File: src/rtl/sd_cmd_engine.sv
// ---------------------------------------------------------------------------
// sd_cmd_engine
//
// SD host command-path controller. Takes one command at a time from the host
// register interface, frames it for the CMD-line PHY as {2'b01, index,
// argument}, waits for the PHY to accept the frame, then collects the
// response with a programmable timeout and automatic re-send on timeout.
// The response and status flags are returned to the host together with a
// one-cycle completion pulse. The host may abort a command at any point.
//
// Parameters
//   TIMEOUT_W  width of the timeout register and the response wait counter
//   MAX_RETRY  number of re-sends allowed after a response timeout
//   RETRY_W    width of the retry counter (must be able to hold MAX_RETRY)
//
// Ports
//   clock                rising-edge system clock
//   reset                synchronous, active-high reset
//   new_command          host request, only looked at while idle
//   abort                host cancel, highest priority while a command runs
//   cmd_index            command index (6 bits)
//   cmd_argument         command argument (32 bits)
//   rsp_type             0 NONE, 1 SHORT (index checked), 2 SHORT_NOCHK, 3 LONG
//   command_timeout_REG  response wait limit in cycles, 0 waits forever
//   ack_in               PHY has accepted the cmd_out frame
//   strobe_in            PHY response valid on cmd_in (single-cycle pulse)
//   cmd_in               raw 136-bit response frame from the PHY
//   busy                 a command is in progress
//   response             captured response payload
//   command_complete     one-cycle completion pulse
//   command_timeout      the final attempt timed out
//   command_index_error  SHORT response carried the wrong index
//   command_aborted      one-cycle pulse when an abort is taken
//   retry_count          re-sends used by the current command
//   strobe_out           cmd_out valid towards the PHY
//   ack_out              response consumed, towards the PHY
//   idle_out             engine is idle
//   cmd_out              outgoing 40-bit command frame
//
// Every output is driven straight from a register.
// ---------------------------------------------------------------------------
module sd_cmd_engine #(
    parameter int TIMEOUT_W = 32,
    parameter int MAX_RETRY = 2,
    parameter int RETRY_W   = 2
) (
    input  logic                 clock,
    input  logic                 reset,
    input  logic                 new_command,
    input  logic                 abort,
    input  logic [5:0]           cmd_index,
    input  logic [31:0]          cmd_argument,
    input  logic [1:0]           rsp_type,
    input  logic [TIMEOUT_W-1:0] command_timeout_REG,
    input  logic                 ack_in,
    input  logic                 strobe_in,
    input  logic [135:0]         cmd_in,
    output logic                 busy,
    output logic [127:0]         response,
    output logic                 command_complete,
    output logic                 command_timeout,
    output logic                 command_index_error,
    output logic                 command_aborted,
    output logic [RETRY_W-1:0]   retry_count,
    output logic                 strobe_out,
    output logic                 ack_out,
    output logic                 idle_out,
    output logic [39:0]          cmd_out
);

    localparam logic [1:0] ST_IDLE     = 2'd0;
    localparam logic [1:0] ST_SEND     = 2'd1;
    localparam logic [1:0] ST_WAIT_RSP = 2'd2;
    localparam logic [1:0] ST_DONE     = 2'd3;

    localparam logic [1:0] RSP_NONE        = 2'd0;
    localparam logic [1:0] RSP_SHORT       = 2'd1;
    localparam logic [1:0] RSP_SHORT_NOCHK = 2'd2;
    localparam logic [1:0] RSP_LONG        = 2'd3;

    localparam logic [RETRY_W-1:0] RETRY_LIMIT = RETRY_W'(MAX_RETRY);

    // Control state
    logic [1:0]           state_q,        state_d;
    logic [TIMEOUT_W-1:0] wait_cnt_q,     wait_cnt_d;
    logic [RETRY_W-1:0]   retry_q,        retry_d;

    // Command parameters latched when the command is accepted
    logic [5:0]           index_q,        index_d;
    logic [1:0]           type_q,         type_d;
    logic [TIMEOUT_W-1:0] timeout_q,      timeout_d;

    // Output registers
    logic                 busy_q,         busy_d;
    logic                 idle_q,         idle_d;
    logic [127:0]         response_q,     response_d;
    logic                 complete_q,     complete_d;
    logic                 timeout_flag_q, timeout_flag_d;
    logic                 idx_err_q,      idx_err_d;
    logic                 aborted_q,      aborted_d;
    logic                 strobe_out_q,   strobe_out_d;
    logic                 ack_out_q,      ack_out_d;
    logic [39:0]          cmd_out_q,      cmd_out_d;

    logic                 wait_expired;

    // Only the start/transmission bits, CRC and end bit of the raw frame are
    // never looked at; the PHY is responsible for them.
    logic                 unused_cmd_bits;
    assign unused_cmd_bits = ^{cmd_in[135:128], cmd_in[7:0]};

    // The wait counter starts at 0 on the first WAIT_RSP cycle, so reaching
    // timeout-1 at a clock edge means exactly "timeout" cycles have elapsed.
    // A zero timeout never expires.
    assign wait_expired = (timeout_q != '0) &&
                          (wait_cnt_q == timeout_q - TIMEOUT_W'(1));

    // Next-state logic. Pulsed outputs (complete, aborted, ack_out) default
    // low; everything else holds unless a transition changes it. Abort is
    // applied last so it overrides whatever the state case decided,
    // including a response arriving on the same edge.
    always_comb begin
        state_d        = state_q;
        wait_cnt_d     = wait_cnt_q;
        retry_d        = retry_q;
        index_d        = index_q;
        type_d         = type_q;
        timeout_d      = timeout_q;
        busy_d         = busy_q;
        idle_d         = idle_q;
        response_d     = response_q;
        complete_d     = 1'b0;
        timeout_flag_d = timeout_flag_q;
        idx_err_d      = idx_err_q;
        aborted_d      = 1'b0;
        strobe_out_d   = strobe_out_q;
        ack_out_d      = 1'b0;
        cmd_out_d      = cmd_out_q;

        case (state_q)
            ST_IDLE: begin
                if (new_command) begin
                    index_d        = cmd_index;
                    type_d         = rsp_type;
                    timeout_d      = command_timeout_REG;
                    response_d     = '0;
                    timeout_flag_d = 1'b0;
                    idx_err_d      = 1'b0;
                    retry_d        = '0;
                    wait_cnt_d     = '0;
                    cmd_out_d      = {2'b01, cmd_index, cmd_argument};
                    strobe_out_d   = 1'b1;
                    busy_d         = 1'b1;
                    idle_d         = 1'b0;
                    state_d        = ST_SEND;
                end
            end

            ST_SEND: begin
                if (ack_in) begin
                    strobe_out_d = 1'b0;
                    if (type_q == RSP_NONE) begin
                        complete_d = 1'b1;
                        state_d    = ST_DONE;
                    end else begin
                        wait_cnt_d = '0;
                        state_d    = ST_WAIT_RSP;
                    end
                end
            end

            ST_WAIT_RSP: begin
                if (timeout_q != '0) begin
                    wait_cnt_d = wait_cnt_q + TIMEOUT_W'(1);
                end
                // A response on the expiry edge still counts as a response.
                if (strobe_in) begin
                    case (type_q)
                        RSP_SHORT: begin
                            response_d = {96'd0, cmd_in[39:8]};
                            idx_err_d  = (cmd_in[45:40] != index_q);
                        end
                        RSP_SHORT_NOCHK: begin
                            response_d = {96'd0, cmd_in[39:8]};
                        end
                        RSP_LONG: begin
                            response_d = {8'd0, cmd_in[127:8]};
                        end
                        default: begin
                            response_d = response_q;
                        end
                    endcase
                    complete_d = 1'b1;
                    ack_out_d  = 1'b1;
                    state_d    = ST_DONE;
                end else if (wait_expired) begin
                    if (retry_q < RETRY_LIMIT) begin
                        // Re-send the same frame; cmd_out was never changed.
                        retry_d      = retry_q + RETRY_W'(1);
                        strobe_out_d = 1'b1;
                        state_d      = ST_SEND;
                    end else begin
                        timeout_flag_d = 1'b1;
                        complete_d     = 1'b1;
                        state_d        = ST_DONE;
                    end
                end
            end

            ST_DONE: begin
                busy_d  = 1'b0;
                idle_d  = 1'b1;
                state_d = ST_IDLE;
            end

            default: begin
                state_d = ST_IDLE;
            end
        endcase

        // Abort discards anything this edge would have captured and returns
        // straight to idle. It has no meaning while already idle.
        if (abort && (state_q != ST_IDLE)) begin
            state_d        = ST_IDLE;
            wait_cnt_d     = wait_cnt_q;
            retry_d        = retry_q;
            response_d     = response_q;
            timeout_flag_d = timeout_flag_q;
            idx_err_d      = idx_err_q;
            complete_d     = 1'b0;
            ack_out_d      = 1'b0;
            strobe_out_d   = 1'b0;
            aborted_d      = 1'b1;
            busy_d         = 1'b0;
            idle_d         = 1'b1;
        end
    end

    // State and output registers with synchronous reset.
    always_ff @(posedge clock) begin
        if (reset) begin
            state_q        <= ST_IDLE;
            wait_cnt_q     <= '0;
            retry_q        <= '0;
            index_q        <= '0;
            type_q         <= RSP_NONE;
            timeout_q      <= '0;
            busy_q         <= 1'b0;
            idle_q         <= 1'b1;
            response_q     <= '0;
            complete_q     <= 1'b0;
            timeout_flag_q <= 1'b0;
            idx_err_q      <= 1'b0;
            aborted_q      <= 1'b0;
            strobe_out_q   <= 1'b0;
            ack_out_q      <= 1'b0;
            cmd_out_q      <= '0;
        end else begin
            state_q        <= state_d;
            wait_cnt_q     <= wait_cnt_d;
            retry_q        <= retry_d;
            index_q        <= index_d;
            type_q         <= type_d;
            timeout_q      <= timeout_d;
            busy_q         <= busy_d;
            idle_q         <= idle_d;
            response_q     <= response_d;
            complete_q     <= complete_d;
            timeout_flag_q <= timeout_flag_d;
            idx_err_q      <= idx_err_d;
            aborted_q      <= aborted_d;
            strobe_out_q   <= strobe_out_d;
            ack_out_q      <= ack_out_d;
            cmd_out_q      <= cmd_out_d;
        end
    end

    assign busy                = busy_q;
    assign idle_out            = idle_q;
    assign response            = response_q;
    assign command_complete    = complete_q;
    assign command_timeout     = timeout_flag_q;
    assign command_index_error = idx_err_q;
    assign command_aborted     = aborted_q;
    assign retry_count         = retry_q;
    assign strobe_out          = strobe_out_q;
    assign ack_out             = ack_out_q;
    assign cmd_out             = cmd_out_q;

endmodule

File: config.mk
export PLATFORM = sky130hd
export DESIGN_NAME = sd_cmd_engine
export DESIGN_NICKNAME = d
export VERILOG_FILES = /design/src/rtl/sd_cmd_engine.sv
export SDC_FILE = /design/constraint.sdc
export NUM_CORES = 1
export LEC_CHECK = 0
export CORE_ASPECT_RATIO = 0.6
export CORE_MARGIN = 8
export CORE_UTILIZATION = 44
export DETAILED_ROUTE_END_ITERATION = 8
export PLACE_DENSITY = 0.87
export SLEW_MARGIN = 5
export SYNTH_ARGS = -nofsm -noshare
export SYNTH_HDL_FRONTEND = slang
export SYNTH_SLANG_ARGS = --single-unit
export TNS_END_PERCENT = 20
File: constraint.sdc
create_clock -name clock -period 3.39 [get_ports clock]
set_clock_uncertainty 0.1 [all_clocks]
set_input_delay 0.8475 -clock clock [delete_from_list [all_inputs] [get_ports clock]]
set_output_delay 0.8475 -clock clock [all_outputs]
set_load 0.01 [all_outputs]
==> results.toml <==
[outcome]
status = "finished, final reports clean"

[floorplan]
die_w_um = 212
ioPinCount = 392
chipHeight_um = 134
start_util = 0.444
die_area_um2 = 28400
core_um2 = 22900
std_cell_rows = 43

[routing]
wl_per_cell_um = 19.1
viasPerCell = 5.43
drt-initial-drc-count = 961
vias = 10663
wl_um = 37500
dr.pass1.iters = 5
remaining_drc_errors = 0
ant_nets = 0

[synthesis]
async_flop_share = 0
yosysTopAreaCellShare = 0.467
yosys-top-cells-count = "293 x nand2_1, 237 x dfxtp_1, 209 x a21oi_1"
synth_ff_type = "dfxtp_1"
yosys_warnings = 0
synthTopCellsByArea = "dfxtp_1 47%, nand2_1 11%, a21oi_1 10%"
synth_cells = 1295
synth_edf_count = 0
synth_area_leader_cell = "dfxtp_1"
syn_avg_cell_area_um2 = 7.84
yosysMostFrequentCell = "nand2_1"
synth_seq_area_share = 0.467
ys_ff_latch = 237
synth.cell_area_um2 = 10200
synth_cell_types = 61

[clocking]
cts_setup_buffers = 0
htreeDepth = 1
ctsLongestPathBuffers = 3
postCtsHoldBufs = 0
cts_tree = "built"
cts_sinks = 237
root_buffer = "clkbuf_16"
clkTransAtPathRegs_ps = 70
clkLatencyLatePin_ps = 520
cts_buffers = 23

[power_and_ir_drop]
powerDensity_nw_per_um2 = 607
peakVddDrop_mv = 0.502
leakagePower_nw = 5.20

[sta]
worst_pin_slew_ps = 748
slew_headroom = 0.502
rsz0062_at_grt = "false"
post-route-period-util = 0.940
finalHoldViolations = 0
final_max_slew_viol_count = 0
tns_ps = 0
setup_viol = 0
min_period_ps = 3190
fmax_mhz = 314

[placed_design]
gp_congestion = 0.920
port-buffer-count = 366
dpl.hpwl_um = 27400

[finish]
fin_nets = 1852
insertedDiodeCount = 0
finish.utilization = 0.658
drive_gt1_frac = 0.0607
syn_to_final_growth_pct = 48.1

[grt]
grtUsageTotal = 0.249
grt_pass1_vias = 10131
grt-ovfl-total = 0
antenna_found_initial = 0
grt_max_degree = 121
grt_first_pass_wirelength_um = 56800

[worst_setup_path]
r2r-end = "retry_count[1]$_SDFFE_PP0P_"
r2r_start = "timeout_q[0]$_SDFFE_PP0P_"
worstSetupPathType = "reg -> reg"
crit_path_top_delay_cell = "or4_1"
crit_family = "simple AND/OR/NAND/NOR gates"
end_kind = "register"
slowest_delay_ps = 550
r2r_slack_ps = 200
start_kind = "register"
worstPathRequired_ps = 3740
reg2reg_depth = 10
cp_num_buf_inv = 1
crit_chain = "inv_1 -> ha_1 -> xor2_1 -> o211ai_1 -> a211o_1 -> or4_1 -> nor4_2 -> nand4_2 -> or2_1 -> o22ai_1"
worstPathArrival_ps = 3530
worstPathMaxFanout = 6

[min_path]
hold_depth = 2
min_path_type = "reg -> reg"
hold_path_end = "response[47]$_SDFFE_PP0P_"
min-delay-start = "response[47]$_SDFFE_PP0P_"

[run]
cap_violations = 0
routing by layer:
layer	wire length [um]	global-route usage
met5	0	0
met1	16000	0.329
met4	818	0.0546
met2	16600	0.386
met3	4020	0.0877
registers in the layout (all words and copies together), names as in the netlist, 2 cells and up:
signal / count
timeout_q: 32
retry_count: 2
index_q: 5
wait_cnt_q: 32
type_q: 2
state_q: 2
response: 120
cmd_out: 34
power by group:
group          internal [mW]  switching, mW  leakage, nW
clock network           1.59           1.11        0.390
registers               2.98          0.200         1.92
logic                   1.21           2.04         2.89
total                   5.78           3.35         5.20
kinds of logic (layout without fill, tap and decap cells):
group	count (synthesis)	count (layout)	synth area share
other	1	9	0.000369
adder cells (fa/ha/maj)	6	6	0.00739
AO/OA/AOI/OAI	266	266	0.145
flip-flops	237	237	0.467
AND/OR/NAND/NOR	601	601	0.273
multiplexers	5	5	0.00530
XOR/XNOR	65	65	0.0561
buffers and inverters	114	459	0.0456
worst max path at each step:
stage,start,endpoint,slack (ps),cells past startpoint
finish,timeout_q[0]$_SDFFE_PP0P_,retry_count[1]$_SDFFE_PP0P_,200,10
global route,timeout_q[0]$_SDFFE_PP0P_,retry_count[1]$_SDFFE_PP0P_,30,11
CTS,timeout_q[0]$_SDFFE_PP0P_,retry_count[1]$_SDFFE_PP0P_,230,10
detailed placement,abort,wait_cnt_q[21]$_SDFFE_PP0P_,140,10
global placement,new_command,wait_cnt_q[21]$_SDFFE_PP0P_,120,10
floorplan,timeout_q[0]$_SDFFE_PP0P_,retry_count[1]$_SDFFE_PP0P_,510,10
tightest hold or removal path: cells and delay by family (launching register included):
family           cells  cell delay, ps
AO/OA/AOI/OAI        1              50
flip-flops           1             310
AND/OR/NAND/NOR      1              50
repair_timing:
item                                   4_1_cts  5_1_grt
endpoints found under the hold margin        0        0
setup endpoints to repair                    0       16
resized for setup                            0        2
layout by cell type, fill, tap and decap left out, types with 4 or more instances in the layout:
| master | synthesis | routed |
|---|---|---|
| a31oi_1 | 6 | 6 |
| nor3_1 | 13 | 13 |
| ha_1 | 6 | 5 |
| conb_1 | 1 | 9 |
| xnor2_1 | 35 | 35 |
| o31a_1 | 5 | 5 |
| inv_1 | 16 | 16 |
| clkbuf_8 | 0 | 5 |
| and3_1 | 9 | 9 |
| xor2_1 | 30 | 30 |
| nor2b_1 | 6 | 6 |
| clkdlybuf4s50_1 | 0 | 365 |
| a21oi_1 | 209 | 208 |
| nand2b_1 | 5 | 5 |
| buf_4 | 9 | 29 |
| nor4_1 | 11 | 10 |
| nand4_1 | 14 | 14 |
| and2_1 | 8 | 7 |
| o21ai_0 | 12 | 12 |
| clkbuf_16 | 0 | 23 |
| and4_1 | 4 | 4 |
| dfxtp_1 | 237 | 237 |
| or4_1 | 8 | 8 |
| nor2_1 | 64 | 63 |
| or3_1 | 10 | 10 |
| nand2_1 | 293 | 292 |
| buf_12 | 0 | 7 |
| nand3_1 | 139 | 139 |
layout make-up:
cell class                      instances  area (um2)
Clock buffer                           31         656
Clock inverter                         10         139
Fill cell                            1854        7830
Inverter                               16        60.1
Multi-Input combinational cell        952        5020
Sequential cell                       237        4740
Tap cell                              315         394
Timing Repair Buffer                  402        4020
through the flow:
stage | setup WS, ps | std cells | hold WS [ps] | cell area [um2] | total power [mW]
3_5_place_dp | 136 | 1922 | 342 | 14200 | 6.41
5_1_grt | 27.4 | 1963 | 368 | 15000 | 9.58
2_1_floorplan | 514 | 1303 | 358 | 10200 | 5.04
3_3_place_gp | 120 | 1922 | 337 | 14200 | 6.34
4_1_cts | 230 | 1963 | 351 | 15000 | 9.14
6_report | 205 | 1963 | 349 | 15000 | 9.12
No activity file was read; power rests on OpenSTA's default activity.
